[src/rtl/loop_counter.sv]
// loop_counter: parametrised up/down iteration counter for the multiplier
// control path, with wrap or saturate mode, optional edge-detected requests
// and zero/done/underflow/overflow flags for the sequencer.
//
// Ports:
//   clk         rising-edge clock
//   reset       synchronous active-high reset, count -> 0
//   RESET       synchronous reload of INIT
//   LOAD        synchronous load of LOAD_VALUE
//   LOAD_VALUE  value for LOAD
//   DECREMENT   count-down request
//   INCREMENT   count-up request
//   count       registered count
//   ZERO        count == 0
//   DONE        one-cycle pulse when a decrement lands on 0
//   UNDERFLOW   sticky, decrement with count < STEP
//   OVERFLOW    sticky, increment with count > max-STEP
module loop_counter #(
  parameter int WIDTH     = 3,
  parameter int INIT      = 4,
  parameter int STEP      = 1,
  parameter int WRAP      = 0,
  parameter int EDGE_MODE = 0
) (
  input  logic             clk,
  input  logic             reset,
  input  logic             RESET,
  input  logic             LOAD,
  input  logic [WIDTH-1:0] LOAD_VALUE,
  input  logic             DECREMENT,
  input  logic             INCREMENT,
  output logic [WIDTH-1:0] count,
  output logic             ZERO,
  output logic             DONE,
  output logic             UNDERFLOW,
  output logic             OVERFLOW
);

  localparam logic [WIDTH-1:0] INIT_W = INIT[WIDTH-1:0];
  localparam logic [WIDTH:0]   STEP_W = STEP[WIDTH:0];

  logic             dec_prev;
  logic             inc_prev;
  logic             dec_ev;
  logic             inc_ev;
  logic [WIDTH:0]   diff;
  logic [WIDTH:0]   sum;
  logic [WIDTH-1:0] cnt_n;
  logic             done_n;
  logic             uf_n;
  logic             of_n;

  // In edge mode a request only counts on its 0->1 transition.
  assign dec_ev = DECREMENT & ((EDGE_MODE == 0) | ~dec_prev);
  assign inc_ev = INCREMENT & ((EDGE_MODE == 0) | ~inc_prev);

  // One extra bit: diff[WIDTH] is the borrow, sum[WIDTH] the carry.
  assign diff = {1'b0, count} - STEP_W;
  assign sum  = {1'b0, count} + STEP_W;

  assign ZERO = (count == '0);

  always_comb begin
    cnt_n  = count;
    done_n = 1'b0;
    uf_n   = UNDERFLOW;
    of_n   = OVERFLOW;
    if (RESET) begin
      cnt_n = INIT_W;
      uf_n  = 1'b0;
      of_n  = 1'b0;
    end else if (LOAD) begin
      cnt_n = LOAD_VALUE;
      uf_n  = 1'b0;
      of_n  = 1'b0;
    end else if (dec_ev && inc_ev) begin
      cnt_n = count;
    end else if (dec_ev) begin
      if (diff[WIDTH]) begin
        uf_n  = 1'b1;
        cnt_n = (WRAP != 0) ? diff[WIDTH-1:0] : '0;
      end else begin
        cnt_n = diff[WIDTH-1:0];
      end
      done_n = (count != '0) && (cnt_n == '0);
    end else if (inc_ev) begin
      if (sum[WIDTH]) begin
        of_n  = 1'b1;
        cnt_n = (WRAP != 0) ? sum[WIDTH-1:0] : '1;
      end else begin
        cnt_n = sum[WIDTH-1:0];
      end
    end
  end

  always_ff @(posedge clk) begin
    if (reset) begin
      count     <= '0;
      DONE      <= 1'b0;
      UNDERFLOW <= 1'b0;
      OVERFLOW  <= 1'b0;
      dec_prev  <= 1'b0;
      inc_prev  <= 1'b0;
    end else begin
      count     <= cnt_n;
      DONE      <= done_n;
      UNDERFLOW <= uf_n;
      OVERFLOW  <= of_n;
      dec_prev  <= DECREMENT;
      inc_prev  <= INCREMENT;
    end
  end

endmodule

[config.mk]
export PLATFORM = sky130hd
export DESIGN_NAME = loop_counter
export DESIGN_NICKNAME = d
export VERILOG_FILES = /design/src/rtl/loop_counter.sv
export SDC_FILE = /design/constraint.sdc
export NUM_CORES = 1
export LEC_CHECK = 0
export CAP_MARGIN = 20
export CORE_AREA = 2 2 39 41
export DETAILED_ROUTE_END_ITERATION = 12
export DIE_AREA = 0 0 41 43
export PLACE_DENSITY = 0.58
export RECOVER_POWER = 25
export SYNTH_ARGS = -nofsm -noshare
export SYNTH_HDL_FRONTEND = slang
export SYNTH_SLANG_ARGS = --single-unit
[constraint.sdc]
create_clock -name clk -period 2.3 [get_ports clk]
set_clock_uncertainty 0.1 [all_clocks]
set_input_delay 0.23 -clock clk [delete_from_list [all_inputs] [get_ports clk]]
set_output_delay 0.23 -clock clk [all_outputs]
set_load 0.005 [all_outputs]
; ---- After elaboration in Yosys (flattened, before gate mapping)
; Index checks and enable logic that the tools add are counted.
; Widths: inputs -> output; s select.
[totals]
regBits = 6
inputBits = 9
output_inout_bits = 7
elab_cells = 36
[op_classes]
addsub = 2
eq_ne = 2
muxes = 11
n_bitwise = 2
n_reduce_logical = 14
[ops]
columns = op, n
row1 = $mux 3, 11
row2 = $logic_not 3->1, 2
row3 = $reduce_bool 3->1, 2
row4 = $reduce_or 5->1, 1
row5 = $add 3x1->4 const B, 1
row6 = $reduce_and 2->1, 2
row7 = $reduce_and 4->1, 1
row8 = $reduce_bool 4->1, 1
row9 = $sub 3x1->4 const B, 1
row10 = $ne 3x3->1 const B, 1
row11 = $reduce_and 3->1, 1
row12 = $reduce_or 3->1, 1
row13 = $logic_and 1x1->1, 2
row14 = $ne 2x2->1 const B, 1
row15 = $not 1->1, 2
row16 = $reduce_or 2->1, 1

; ---- Logic depth before layout (Yosys ltp)
; Gate-level depths: netlist of the first run.
[logic_depth]
word_depth = 10
mapped_depth = 6
mapped_depth_nobuf = 6

; ---- Least setup slack after synthesis of the first run
; OpenSTA, ideal clock, no wires.
[synth_path]
path_kind = reg-to-reg
startpoint = reg count[0]
endpoint = reg count[2]
setup_time_ns = 0.095
arrival_time_ns = 1.504
path_slack_ns = 0.601
path_stages_with_launch = 7
path_buffers = 0
period_less_slack_ns = 1.699
cell_sequence = dfxtp_1 > inv_2 > ha_1 > ha_1 > a211oi_1 > a211oi_1 > a221oi_1
[synth_via]
elab_chain_cells = 10
elab_cells_between_ends = 13
classes_between = 2 x add/sub / 11 x mux
[synth_lines]
columns = item, line_no
row1 = start: declaration, 32  ; output logic [WIDTH-1:0] count,
row2 = start signal: assignment, 105  ; count <= cnt_n;
row3 = $sub 3x1->4, 58  ; assign diff = {1'b0, count} - STEP_W;
row4 = $mux 3, 79  ; if (diff[WIDTH]) begin
row5 = $mux 3, 78  ; end else if (dec_ev) begin
row6 = $mux 3, 76  ; end else if (dec_ev && inc_ev) begin
row7 = $mux 3, 72  ; end else if (LOAD) begin
row8 = $mux 3, 68  ; if (RESET) begin
row9 = $mux 3 *, 78
row10 = $mux 3 *, 76
row11 = $mux 3 *, 72
row12 = $mux 3 *, 68
; Every way passes the cells marked *; elsewhere a longest branch is shown, timed or not. The select of a mux whose other input is x is not followed.
; A chain may end at the register's enable or synchronous reset.

; ---- Worst setup path in the final report of the first run
[layout_path]
startpoint = reg count[2]
endpoint = out ZERO
[layout_via]
elab_chain_cells = 1
[layout_lines]
columns = item, line_no
row1 = $logic_not 3->1, 61  ; assign ZERO = (count == '0);
row2 = end: declaration, 33  ; output logic ZERO,
; Every way passes these cells.

==> results.md, run 1 <==
* WP data required at 1.97 ns
* WHS Endpoint: UNDERFLOW$_SDFFE_PP0P_
* Initial core utilization at 29.7%
* Setup CP Type: reg -> out
* Input/output buffers at 15
* Clock share of power at 33.8%
* Core area at ~0.0014 mm2
* Post-Syn Nets at 62
* Post-CTS Resized at 0
* Synth warnings at 0
* Die area at 0.00176 mm2
* Hold depth at 2
* DR WL/cell at 13.3 um
* Comb pwr share at 28.2%
* Pin count of the biggest net entering global routing at 10
* Seq cells post-synth at 6
* Number of antenna violations at the first check in global routing at 0
* DR DRC count at 0
* GRT Max-Usage Layer: met1
* Skew-Pair Late Insertion Delay at around 0.25 ns
* Detailed Route WL at 1.13 mm
* Layout cell share with drive strength beyond 1 at 11.6%
* R2r setup slk at 0.60 ns
* Arrival @ worst endpoint at 1.51 ns
* Synth Cell Area at 412 um2
* Fraction of met2 tracks used by global routing at 20.6%
* Pwr dens at between 400 and 500 mW/mm2
* CTS buffer count at 3
* DR vias at 470
* CP bufs+invs at 2
* CP Cell Sequence: inv_1 -> ha_1 -> clkdlybuf4s50_1
* Final Total Pwr at just under 0.0003 W
* Post-route ant nets at 0
* Relative slew margins at around three quarters
* Placer Congestion at 0.861
* Outcome: complete, no violations
* Sequential Power Share at 38.0%
* Die Span X at 41 um
* Setup TNS at 0 ns
* First-pass GRT wire length at roughly 1.9 mm
* Reg clk slew, reported paths at around 0.050 ns
* Fin crit share at 79.9%
* RSZ-0062 raised after global routing: no
* Die span in y at 43 um
* R2r worst-path depth at 5
* H-tree depth at 1
* CP max FO at 8
* Initial drt markers at 9
* Total setup buffers inserted after CTS at 0
* Hold Startpoint: UNDERFLOW$_SDFFE_PP0P_
* WHS at 0.365 ns
* Clock Tree Buf Depth at 2
* Tmin final at ~1.8 ns
* Startpoint types: register
* I/O pin count at 16
* Synthesized instance count at 50
* Gr usage total at about 16%
* CP top delay family: buffers and inverters
* Fin. Hold Viols at 0
* Ant diodes at 0
* Post-Syn Area per Cell at around 8 um2
* Worst R2R End: count[2]$_SDFFE_PP0P_
* Worst-margin pin slew at between 0.3 and 0.4 ns
* # nets final at slightly above 80
* Sequential share of the synthesized area at 29.2%
* P&R area growth vs syn at 48.0%
* Hold Crit Class: reg -> reg
* Grt ovf at 0
* Final setup fails at 0
* Max rail drop VDD at 258 uV
* Lkg Pwr at 0.243 nW
* Net Sw Frac at between 20% and 30%
* Row count at 14
* Pint at approximately 0.00021 W
* FMAX at about 540 MHz
* DP HPWL at 860 um
* Drt pass-1 iters at 4
* Via-to-Cell Ratio at 5.53
* TritonCTS clock tree: done
* GR Util met3 at 4.71%
* Max_cap viols at 0
* Sw Pwr at 0.0000861 W
* Post-synthesis cell type count at 26
* CP peak stage delay at 0.46 ns
* Sink Count at 6
* Number of global-route vias before repair at 456
* Met1 Resource Use GR at between 20 and 25%
* CP Capture Type: output pin
* Slew Viols, Final at 0
* Reg2reg start: count[2]$_SDFFE_PP0P_
* Critical path's slowest cell: dfxtp_1
* Root Driver: clkbuf_4
* Hold_buf cts at 0
[worst register-to-register path, stage by stage (launching register included)]
cell	delay [ns]
dfxtp_1	0.46
inv_1	0.13
ha_1	0.34
a211oi_1	0.23
a211oi_1	0.08
a221oi_1	0.26
[routing by layer]
layer	vias up	wire length (um)
li1	231	-
met2	17	514
met1	219	531
met4	0	19
met3	3	68
met5	-	0
[layout make-up]
cell class | instances | area, um2
fill | 136 | 774
multi-input combinational | 38 | 263
timing repair buffer | 17 | 165
sequential | 6 | 120
clock buffer | 3 | 22.5
tap | 16 | 20.0
inverter | 5 | 18.8
[power groups by stage]
| stage | logic (W) | clock network [W] | registers (W) |
|---|---|---|---|
| after CTS | 0.0000846 | 0.000101 | 0.000113 |
| after floorplan | 0.0000399 | 0 | 0.000117 |
| after global placement | 0.0000849 | 0 | 0.000115 |
| after detailed placement | 0.0000843 | 0 | 0.000115 |
| final | 0.0000838 | 0.000100 | 0.000113 |
| after global routing | 0.0000914 | 0.000107 | 0.000114 |
[synth_stat cells]
library cell | n | area [um2]
a31oi_1 | 4 | 25.0
a211o_1 | 1 | 8.76
inv_2 | 2 | 7.51
a311o_1 | 1 | 10.0
o311ai_1 | 1 | 8.76
o21ai_0 | 2 | 10.0
o31ai_1 | 1 | 7.51
inv_1 | 3 | 11.3
nor2_1 | 5 | 18.8
a21oi_1 | 2 | 10.0
a211oi_1 | 3 | 22.5
o21ba_1 | 1 | 10.0
ha_1 | 3 | 37.5
buf_2 | 1 | 5.00
o21ai_1 | 1 | 5.00
nand2_1 | 2 | 7.51
a221oi_1 | 1 | 8.76
nor3_1 | 2 | 10.0
or3_4 | 1 | 11.3
nand4b_1 | 1 | 8.76
a22oi_1 | 1 | 7.51
nand2b_1 | 2 | 12.5
a211oi_2 | 1 | 12.5
dfxtp_1 | 6 | 120
xnor2_1 | 1 | 8.76
nor4_1 | 1 | 6.26
[sequential cells by signal (all words and copies together), names as in the netlist]
name,cells
DONE,1
OVERFLOW,1
UNDERFLOW,1
count,3
[per-stage QoR]
stage / setup slack, ns / std cells / utilization (%) / instance area, um2
5_1_grt: 0.375 / 85 / 44.0 / 609
3_5_place_dp: 0.354 / 82 / 42.8 / 592
4_1_cts: 0.451 / 85 / 44.4 / 614
2_1_floorplan: 0.601 / 50 / - / 412
3_3_place_gp: 0.309 / 82 / 42.8 / 592
6_report: 0.462 / 85 / 44.0 / 609
[layout by cell type (no fill, tap or decap)]
cell type,count
nand2_1,2
nor4_1,1
nand4b_1,1
dfxtp_1,6
a211oi_1,3
buf_4,2
o21ba_1,1
xnor2_1,1
o21ai_0,2
o31ai_1,1
clkdlybuf4s50_1,13
a21oi_1,2
nor2_1,5
a22oi_1,1
clkbuf_4,3
nor3_1,2
inv_1,3
dlygate4sd3_1,2
a211oi_2,1
or3_1,1
a211o_1,1
a221oi_1,1
nand2b_1,2
a311o_1,1
o311ai_1,1
a31oi_1,4
inv_2,2
ha_1,3
o21ai_1,1
[cell families (layout without fill, tap and decap cells)]
logic type	count (synthesis)	count (layout)	synth area share, %
XOR/XNOR	1	1	2.13
flip-flops	6	6	29.2
buffers and inverters	6	25	5.77
adder cells (fa/ha/maj)	3	3	9.12
AO/OA/AOI/OAI	20	20	35.6
AND/OR/NAND/NOR	14	14	18.2
[worst max path at each step]
stage                          start                     to  slack, ns  cells after the start
5_1_grt        count[2]$_SDFFE_PP0P_                   ZERO       0.38                      3
3_3_place_gp               DECREMENT  count[2]$_SDFFE_PP0P_       0.31                      5
2_1_floorplan  count[0]$_SDFFE_PP0P_  count[2]$_SDFFE_PP0P_       0.60                      6
6_report       count[2]$_SDFFE_PP0P_                   ZERO       0.46                      3
4_1_cts        count[2]$_SDFFE_PP0P_                   ZERO       0.45                      3
3_5_place_dp               DECREMENT  count[2]$_SDFFE_PP0P_       0.35                      5
(Power assumes the default switching activity.)
==> inputs of run 2 (changes only) <==
==> constraint.sdc (replaced) <==
create_clock -name clk -period 1.93 [get_ports clk]
set_clock_uncertainty 0.1 [all_clocks]
set_input_delay 0.193 -clock clk [delete_from_list [all_inputs] [get_ports clk]]
set_output_delay 0.193 -clock clk [all_outputs]
set_load 0.005 [all_outputs]
==> results.md, run 2 (synthesis gave the netlist of run 1 again) <==
* CTS buffer count at 3 (unchanged)
* Total setup buffers inserted after CTS at 0 (unchanged)
* Fin crit share at around nine tenths
* Worst R2R End: count[2]$_SDFFE_PP0P_
* Hold_buf cts at 0 (unchanged)
* WHS at 0.363 ns (-0.00218 ns)
* Setup CP Type: reg -> out
* Net Sw Frac at 28.7% (-0.28 points)
* DR WL/cell at 12.1 um (-8.9%)
* Worst-margin pin slew at 0.352 ns (-0.0351 ns)
* CP max FO at 2 (-6)
* Fin. Hold Viols at 0 (unchanged)
* Root Driver: clkbuf_4
* Row count at 14 (unchanged)
* WHS Endpoint: UNDERFLOW$_SDFFE_PP0P_
* Ant diodes at 0 (unchanged)
* # nets final at 87 (+4.8%)
* Input/output buffers at 15 (unchanged)
* Skew-Pair Late Insertion Delay at 0.25 ns (about the same)
* Clock Tree Buf Depth at 2 (unchanged)
* Placer Congestion at 0.869 (+0.87%)
* Pint at 0.000258 W (+23%)
* Setup TNS at 0 ns (unchanged)
* Max_cap viols at 0 (unchanged)
* Slew Viols, Final at 0 (unchanged)
* Outcome: complete, no violations
* H-tree depth at 1 (unchanged)
* Lkg Pwr at 0.263 nW (+8.2%)
* Layout cell share with drive strength beyond 1 at 17.8% (+6.2 points)
* Sequential Power Share at 36.3% (-1.7 points)
* Sw Pwr at 0.000104 W (+21%)
* Reg2reg start: count[1]$_SDFFE_PP0P_
* Most frequent cells in the layout: 13 x clkdlybuf4s50_1, 6 x dfxtp_1, 6 x buf_4
* CP bufs+invs at 2 (unchanged)
* Most common cell after layout, fill and taps aside: clkdlybuf4s50_1
* Hold depth at 2 (unchanged)
* P&R area growth vs syn at 56.5%
* DR DRC count at 0 (unchanged)
* Post-route ant nets at 0 (unchanged)
* Die span in y at 43 um (unchanged)
* CP top delay family: buffers and inverters
* Top reg by flops: count
* Number of antenna violations at the first check in global routing at 0 (unchanged)
* Drt pass-1 iters at 4 (unchanged)
* Grt ovf at 0 (unchanged)
* CP peak stage delay at 0.44 ns (-0.02 ns)
* TritonCTS clock tree: done
* CP Capture Type: output pin
* Die Span X at 41 um (unchanged)
* Critical path's slowest cell: clkdlybuf4s50_1
* Via-to-Cell Ratio at 5.63 (+1.8%)
* Pwr dens at 562 mW/mm2 (+15%)
* Crit path top cell by count: ha_1
* Post-CTS Resized at 0 (unchanged)
* Arrival @ worst endpoint at 1.47 ns (-0.04 ns)
* Comb pwr share at 30.3% (+2.1 points)
* Relative slew margins at 76.5% (+2.3 points)
* Max reg flops at 3 (unchanged)
* Number of global-route vias before repair at 426 (-6.6%)
* Layout fillers at 150 (+10%)
* Startpoint types: register
* FMAX at 567 MHz
* WP data required at 1.64 ns (-0.33 ns)
* Gr usage total at 15.6% (-0.70 points)
* I/O pin count at 16 (unchanged)
* Clock share of power at 33.4% (-0.4 points)
* CP Cell Sequence: inv_1 -> ha_1 -> ha_1 -> clkdlybuf4s50_1
* RSZ-0062 raised after global routing: no
* R2r setup slk at 0.28 ns (-0.32 ns)
* Hold Crit Class: reg -> reg
* First-pass GRT wire length at 1.80 mm (-6.2%)
* Reg clk slew, reported paths at 0.05 ns (about the same)
* Final setup fails at 0 (unchanged)
* Pin count of the biggest net entering global routing at 10 (unchanged)
* DR vias at 501 (+6.6%)
* Detailed Route WL at 1.08 mm (-4.6%)
* Tmin final at 1.77 ns
* Die area at 0.00176 mm2 (unchanged)
* Core area at 0.00138 mm2 (unchanged)
* R2r worst-path depth at 6 (+1)
* Initial drt markers at 15 (+6)
* Initial core utilization at 29.7% (unchanged)
* DP HPWL at 833 um (-3.1%)
* Max rail drop VDD at 314 uV (+22%)
* Sink Count at 6 (unchanged)
* Hold Startpoint: UNDERFLOW$_SDFFE_PP0P_
* Multi-input gate area at 268 um2 (+1.9%)
* Register Area at 120 um2 (unchanged)
[run 2: worst max-delay path by stage]
stage / from / to / slack (ns) / depth (start not counted)
after floorplan: count[0]$_SDFFE_PP0P_ / count[2]$_SDFFE_PP0P_ / 0.23 / 6
after global placement: DECREMENT / count[2]$_SDFFE_PP0P_ / 0.13 / 5
after detailed placement: DECREMENT / count[2]$_SDFFE_PP0P_ / 0.12 / 5
after CTS: count[1]$_SDFFE_PP0P_ / ZERO / 0.16 / 4
after global routing: count[1]$_SDFFE_PP0P_ / ZERO / 0.09 / 4
final: count[1]$_SDFFE_PP0P_ / ZERO / 0.16 / 4
[run 2: worst reg2reg max path, stage by stage (launching register included)]
cell and delay [ns]:
dfxtp_1 0.34, inv_1 0.06, ha_1 0.18, ha_1 0.30
a211oi_1 0.26, a211oi_1 0.08, a221oi_1 0.25
[run 2: power groups by stage]
stage          combinational (W)  sequential (W)  clock (W)
2_1_floorplan          0.0000475        0.000139          0
6_report                0.000110        0.000132   0.000121
4_1_cts                 0.000110        0.000132   0.000126
3_5_place_dp            0.000109        0.000134          0
5_1_grt                 0.000121        0.000132   0.000131
3_3_place_gp            0.000111        0.000134          0
[run 2: area by class of cell]
cell class	count	area share, %
Sequential cell	6	18.6
Multi-Input combinational cell	38	41.6
Inverter	5	2.91
Timing Repair Buffer	21	30.3
Tap cell	16	3.11
Clock buffer	3	3.50
[run 2: metal layers]
layer | global-route usage, % | up-vias | wire length (um)
met4 | 8.00 | 0 | 14
met3 | 7.85 | 4 | 92
met1 | 19.0 | 233 | 471
li1 | - | 239 | -
met2 | 21.6 | 25 | 502
met5 | 0 | - | 0
[run 2: per-stage QoR]
step / instances / worst slack, ns / util [%] / instance area [um2] / power (W)
detailed placement: 86 / 0.118 / 44.9 / 622 / 0.000243
floorplan: 50 / 0.231 / - / 412 / 0.000187
CTS: 89 / 0.156 / 46.6 / 644 / 0.000367
global placement: 86 / 0.129 / 44.9 / 622 / 0.000245
global route: 89 / 0.0950 / 46.6 / 644 / 0.000383
finish: 89 / 0.165 / 46.6 / 644 / 0.000362
